[src/rtl/hex_display_pkg.sv]
// Shared types, constants and the glyph lookup for the hex display pager.
package hex_display_pkg;

  // One seven-segment glyph: bit 0 is segment a, bit 6 is segment g, active-low.
  typedef logic [6:0] seg_t;

  // Glyph with every segment off, used for blanked digits and for reset.
  localparam seg_t SEG_BLANK = 7'h7F;

  // Hex glyph table indexed by nibble value 0..F.
  localparam seg_t GLYPH_TABLE [16] = '{
    7'h40, 7'h79, 7'h24, 7'h30,
    7'h19, 7'h12, 7'h02, 7'h78,
    7'h00, 7'h10, 7'h08, 7'h03,
    7'h46, 7'h21, 7'h06, 7'h0E
  };

  // Translate one nibble into its active-low segment pattern.
  function automatic seg_t nibbleToGlyph(input logic [3:0] nib);
    return GLYPH_TABLE[nib];
  endfunction

endpackage

[src/rtl/btn_debounce.sv]
// Synchronises a raw active-low pushbutton, debounces it and emits a
// single-cycle pulse when the accepted level falls (a press). A release
// produces nothing.
module btn_debounce #(
  parameter int DEBOUNCE_CYC = 500000
) (
  input  logic clk,
  input  logic reset,
  input  logic btn_n_i,
  output logic press_o
);

  localparam int CNT_W = (DEBOUNCE_CYC > 1) ? $clog2(DEBOUNCE_CYC + 1) : 1;

  logic             sync0_q;
  logic             sync1_q;
  logic             level_q;
  logic             level_d;
  logic             press_q;
  logic             press_d;
  logic [CNT_W-1:0] cnt_q;
  logic [CNT_W-1:0] cnt_d;

  // Two-flop synchroniser; idles high so a reset never looks like a press.
  always_ff @(posedge clk) begin
    if (reset) begin
      sync0_q <= 1'b1;
      sync1_q <= 1'b1;
    end else begin
      sync0_q <= btn_n_i;
      sync1_q <= sync0_q;
    end
  end

  // Count cycles of disagreement; once the new level has held long enough, accept it.
  always_comb begin
    level_d = level_q;
    cnt_d   = '0;
    press_d = 1'b0;
    if (sync1_q != level_q) begin
      if (cnt_q == CNT_W'(DEBOUNCE_CYC - 1)) begin
        level_d = sync1_q;
        press_d = ~sync1_q;
      end else begin
        cnt_d = cnt_q + 1'b1;
      end
    end
  end

  // Accepted level, debounce counter and press pulse registers.
  always_ff @(posedge clk) begin
    if (reset) begin
      level_q <= 1'b1;
      cnt_q   <= '0;
      press_q <= 1'b0;
    end else begin
      level_q <= level_d;
      cnt_q   <= cnt_d;
      press_q <= press_d;
    end
  end

  assign press_o = press_q;

endmodule

[src/rtl/hex_display_pager.sv]
// Pages through several 32-bit channels on a row of seven-segment digits.
// The page advances on a debounced button press or an auto-scroll timer,
// can be frozen, and optionally blanks leading zeros.
module hex_display_pager
  import hex_display_pkg::*;
#(
  parameter int NUM_DIGITS   = 6,
  parameter int NUM_CHANNELS = 4,
  parameter int DATA_W       = 32,
  parameter int DEBOUNCE_CYC = 500000,
  parameter int AUTO_CYC     = 50000000
) (
  input  logic                               clk,
  input  logic                               reset,
  input  logic [NUM_CHANNELS*DATA_W-1:0]     ch_data,
  input  logic                               next_btn_n,
  input  logic                               auto_en,
  input  logic                               freeze,
  input  logic                               blank_lz,
  output logic [NUM_DIGITS*7-1:0]            hex,
  output logic [$clog2(NUM_CHANNELS)-1:0]    page_idx,
  output logic                               page_tick
);

  localparam int PAGE_W = $clog2(NUM_CHANNELS);
  localparam int SHOW_W = NUM_DIGITS * 4;
  localparam int AUTO_W = (AUTO_CYC > 1) ? $clog2(AUTO_CYC) : 1;

  logic              pressEvt;
  logic              autoEvt;
  logic              advance;

  logic [AUTO_W-1:0] autoCnt_q;
  logic [AUTO_W-1:0] autoCnt_d;
  logic [PAGE_W-1:0] pageIdx_q;
  logic [PAGE_W-1:0] pageIdx_d;
  logic              pageTick_q;
  logic              pageTick_d;
  logic [SHOW_W-1:0] value_q;
  logic [SHOW_W-1:0] value_d;
  logic [NUM_DIGITS*7-1:0] hex_q;
  logic [NUM_DIGITS*7-1:0] hex_d;
  logic [3:0]        nib;
  logic              keepBlank;

  btn_debounce #(
    .DEBOUNCE_CYC(DEBOUNCE_CYC)
  ) u_btn_debounce (
    .clk     (clk),
    .reset   (reset),
    .btn_n_i (next_btn_n),
    .press_o (pressEvt)
  );

  // Events only move the page while not frozen; press and auto together still count once.
  always_comb begin
    autoEvt = auto_en & (autoCnt_q == AUTO_W'(AUTO_CYC - 1));
    advance = ~freeze & (pressEvt | autoEvt);
  end

  // Auto timer: cleared when disabled, held when frozen, restarted by a press or its own wrap.
  always_comb begin
    autoCnt_d = autoCnt_q;
    if (!auto_en) begin
      autoCnt_d = '0;
    end else if (freeze) begin
      autoCnt_d = autoCnt_q;
    end else if (pressEvt || autoEvt) begin
      autoCnt_d = '0;
    end else begin
      autoCnt_d = autoCnt_q + 1'b1;
    end
  end

  // Page index wraps from the last channel back to channel 0; the tick marks the change.
  always_comb begin
    pageIdx_d  = pageIdx_q;
    pageTick_d = advance;
    if (advance) begin
      if (pageIdx_q == PAGE_W'(NUM_CHANNELS - 1)) begin
        pageIdx_d = '0;
      end else begin
        pageIdx_d = pageIdx_q + 1'b1;
      end
    end
  end

  // Capture only the displayable low nibbles of the selected channel unless frozen.
  always_comb begin
    value_d = value_q;
    if (!freeze) begin
      value_d = ch_data[int'(pageIdx_q) * DATA_W +: SHOW_W];
    end
  end

  // Walk digits from the top down; blanking stays on until the first non-zero nibble.
  always_comb begin
    hex_d     = '0;
    nib       = '0;
    keepBlank = blank_lz;
    for (int k = NUM_DIGITS - 1; k >= 1; k--) begin
      nib = value_q[4*k +: 4];
      if (nib != 4'h0) begin
        keepBlank = 1'b0;
      end
      hex_d[7*k +: 7] = keepBlank ? SEG_BLANK : nibbleToGlyph(nib);
    end
    hex_d[6:0] = nibbleToGlyph(value_q[3:0]);
  end

  // All pager state registers.
  always_ff @(posedge clk) begin
    if (reset) begin
      autoCnt_q  <= '0;
      pageIdx_q  <= '0;
      pageTick_q <= 1'b0;
      value_q    <= '0;
      hex_q      <= {NUM_DIGITS{SEG_BLANK}};
    end else begin
      autoCnt_q  <= autoCnt_d;
      pageIdx_q  <= pageIdx_d;
      pageTick_q <= pageTick_d;
      value_q    <= value_d;
      hex_q      <= hex_d;
    end
  end

  assign hex       = hex_q;
  assign page_idx  = pageIdx_q;
  assign page_tick = pageTick_q;

endmodule

[config.mk]
export PLATFORM = sky130hd
export DESIGN_NAME = hex_display_pager
export DESIGN_NICKNAME = d
export VERILOG_FILES = /design/src/rtl/hex_display_pkg.sv /design/src/rtl/btn_debounce.sv /design/src/rtl/hex_display_pager.sv
export SDC_FILE = /design/constraint.sdc
export NUM_CORES = 1
export LEC_CHECK = 0
export ABC_AREA = 1
export CAP_MARGIN = 20
export CORE_MARGIN = 4
export CORE_UTILIZATION = 41
export DETAILED_ROUTE_END_ITERATION = 8
export PLACE_DENSITY_LB_ADDON = 0.08
export SETUP_SLACK_MARGIN = 0.1
export SYNTH_ARGS = -nofsm -noshare
export SYNTH_HDL_FRONTEND = slang
export SYNTH_SLANG_ARGS = --single-unit
[constraint.sdc]
create_clock -name clk -period 1.8 [get_ports clk]
set_input_delay 0.36 -clock clk [delete_from_list [all_inputs] [get_ports clk]]
set_output_delay 0.36 -clock clk [all_outputs]
set_load 0.05 [all_outputs]
==> results.md <==
- Number of buffers created by CTS: 17
- Seq/Total Area, Yosys: 36.5%
- DRT Pass-1 Iters: 5
- Lkg Pwr: 3.81 nW
- Final worst path period share: 91.2%
- Internal power: 5.96 mW
- DRC errors left: 0
- Met2 usage: 31.3%
- CP arrival: 1.28 ns
- Total global-route track usage: 18.9%
- Cells after DPL: 1265
- Switching share of total power: 25.5%
- Relative slew slack: 67.0%
- Peak supply drop: 0.000658 V
- CP endpoint kind: output port
- Comb power frac: 16.7%
- Antenna violations before repair: 0
- Most used cell, CP: buf_12
- Skew-Pair Late Insertion Delay: 0.42 ns
- Max Freq: 609 MHz
- Fin area: 0.00903 mm²
- Routability Congestion: 0.903
- Crit-path max cell delay: 0.42 ns
- Max-slew violation count: 0
- Worst setup margin: 0.159 ns
- Status: complete, no violations
- Setup violators final: 0
- # fillers: 1438
- Fin crit period: 1.64 ns
- GR Layer Usage met1: 24.0%
- Slowest-stage cell, CP: dfxtp_2
- Deepest clock path buffer count: 2
- Met3 Usage GRT: 4.83%
- Post-DR wirelength/cell: 13.1 µm
- 1st-iter DRT viols: 443
- Sink Count: 118
- Post-Syn Nets: 1086
- Routed wire length: 17100 µm
- Net Sw Power: 2.04 mW
- Clock-pin slew on the worst setup and hold paths: 0.05 ns
- Seq pwr share: 35.7%
- Ports: 179
- CTS tree: yes
- Post-Layout Cell Count: 1306
- Critical path type: reg2out
- DP Area: 0.00820 mm²
- Via density per instance: 4.90
- Area growth, synth to finish: 39.6%
- Worst Skew: 0.00835 ns
- Vias after detailed routing: 6401
- Gr busiest metal: met2
- Commonest non-fill, non-tap cells in the layout: 169 x nor2_1, 120 x nand2_1, 111 x dfxtp_1
- Floorplan row count: 45
- Hold WC Path Type: reg2reg
- Largest net degree at the start of global routing: 48
- Total Die Area: 0.0179 mm²
- Core area: 0.0153 mm²
- Final Hold Vio Count: 0
- Post-Syn Area: 0.00647 mm²
- FF+latch count, synth: 118
- Yosys warns: 0
- First-pass GRT wire length: 27800 µm
- Mapped Cells: 918
- Number of global-route vias before repair: 5891
- Detail Route Antenna Nets: 0
- Worst slack, placed: -0.0402 ns
- CP Max Fanout: 45
- Startpoint Class: flop
- Layout cells sized above 1: 13.9%
- Crit-path cells: buf_12 -> buf_12
- Final net count: 1251
- Post-synthesis cell type count: 40
- CTS Hold Bufs: 0
- Clock network power share: 47.6%
- Most common cell after layout, fill and taps aside: nor2_1
- # H-tree levels: 4
- Hpwl dp: 12500 µm
- Die Y: 134 µm
- Initial Util: 42.3%
- Antenna diodes: 0
- Max cap viols: 0
- Port-buffer cells: 146
- Grt ovf: 0
- Crit path required time: 1.44 ns
- Synth Area per Inst: 7.05 µm²
- Die Wd: 134 µm
- Setup TNS: 0 ns
- RSZ-0062 raised after global routing: true
- Pwr dens: 886 mW/mm²
- Clk root buf: clkbuf_16
- Worst slew pin tran: 0.497 ns
-- critical path: cells and delay by family, from the launching register on --
kind | cells | cell delay (ns)
buf+inv | 2 | 0.39
flops | 1 | 0.42
-- logic make-up (layout without fill, tap and decap cells) --
kind of cell	after synthesis	after routing	share of synthesized area [%]
compound gates	184	184	16.9
flops	118	118	36.5
xor+xnor	27	27	3.65
simple gates	403	403	27.0
buf+inv	152	329	9.34
fa+ha+maj	34	34	6.57
-- synth_stat cells --
cell	count	area share, %
ha_1	34	6.6
clkbuf_1	24	1.4
nor2_4	3	0.52
o22ai_1	7	0.68
o32ai_1	24	3.2
nor2_2	6	0.58
o2111ai_1	2	0.27
nand3b_1	5	0.58
or2_2	5	0.48
a22oi_1	1	0.12
buf_6	3	0.52
dfxtp_1	118	36
buf_1	2	0.12
nor4_1	2	0.19
clkinv_1	3	0.17
or2_1	1	0.097
o31ai_1	1	0.12
nand2_2	5	0.48
o21ai_1	3	0.23
nand4_1	17	1.6
nand2_1	122	7.1
o221ai_1	2	0.27
nor3_1	12	0.93
a31oi_1	8	0.77
nand3_1	49	3.8
xnor2_1	8	1.1
o21bai_1	1	0.12
a221oi_1	1	0.14
buf_2	6	0.46
o21ai_0	69	5.3
o211ai_1	10	1.2
a21oi_1	50	3.9
nor3_2	2	0.31
a211oi_1	3	0.35
o311ai_0	2	0.27
xor2_1	19	2.6
nand2_4	2	0.35
buf_4	1	0.12
nor2_1	172	10
inv_1	113	6.6
-- state kept, by name, indices dropped and copies added (netlist names) --
signal,count
u_btn_debounce.sync1_q,1
value_q,24
u_btn_debounce.sync0_q,1
u_btn_debounce.press_o,1
autoCnt_q,26
hex,42
u_btn_debounce.level_q,1
u_btn_debounce.cnt_q,19
page_tick,1
page_idx,2
-- final cells by class --
cell class              count  area (µm²)  share of cell area (%)
clock buffers              22         464                    5.14
clock inverters             9         198                    2.19
inverters                 116         440                    4.88
multi-input cells         648        3580                    39.7
flip-flops and latches    118        2380                    26.3
well taps                 211         264                    2.92
repair buffers            182        1710                    18.9
-- power groups by stage --
stage               logic (mW)  registers (mW)  clock network, mW
finish                    1.34            2.86               3.81
global placement          1.31            2.91                  0
CTS                       1.31            2.86               3.88
detailed placement        1.31            2.91                  0
floorplan                0.440            3.24                  0
global route              1.45            2.88               4.01
-- metal layers --
layer  wire (µm)  vias to the layer above
met5           0                        -
met4         278                        0
met3         852                       23
met2        8060                      156
met1        7890                     2858
li1            -                     3364
-- stage by stage --
step           hold slack (ns)  power, mW  util [%]
6_report                 0.405       8.01      59.0
5_1_grt                  0.414       8.34      59.0
4_1_cts                  0.369       8.05      57.9
3_5_place_dp             0.394       4.22      53.6
3_3_place_gp             0.395       4.22      53.6
2_1_floorplan            0.389       3.68         -
-- worst paths after layout --
| kind | from | to | slack (ns) | cells after the start |
|---|---|---|---|---|
| setup / recovery | page_idx[0] | page_idx[0] | 0.16 | 2 |
| hold / removal | u_btn_debounce.sync0_q | u_btn_debounce.sync1_q | 0.41 | 1 |
| hold reg to reg | u_btn_debounce.sync0_q | u_btn_debounce.sync1_q | 0.41 | 1 |
| setup reg to reg | autoCnt_q[0] | page_idx[0] | 0.22 | 11 |
-- timing repair --
action / CTS / global route
pin swaps: 0 / 8
endpoints found under the setup margin: 7 / 55
resized for setup: 2 / 30
setup buffers: 0 / 10
No activity file was read; power rests on OpenSTA's default activity.
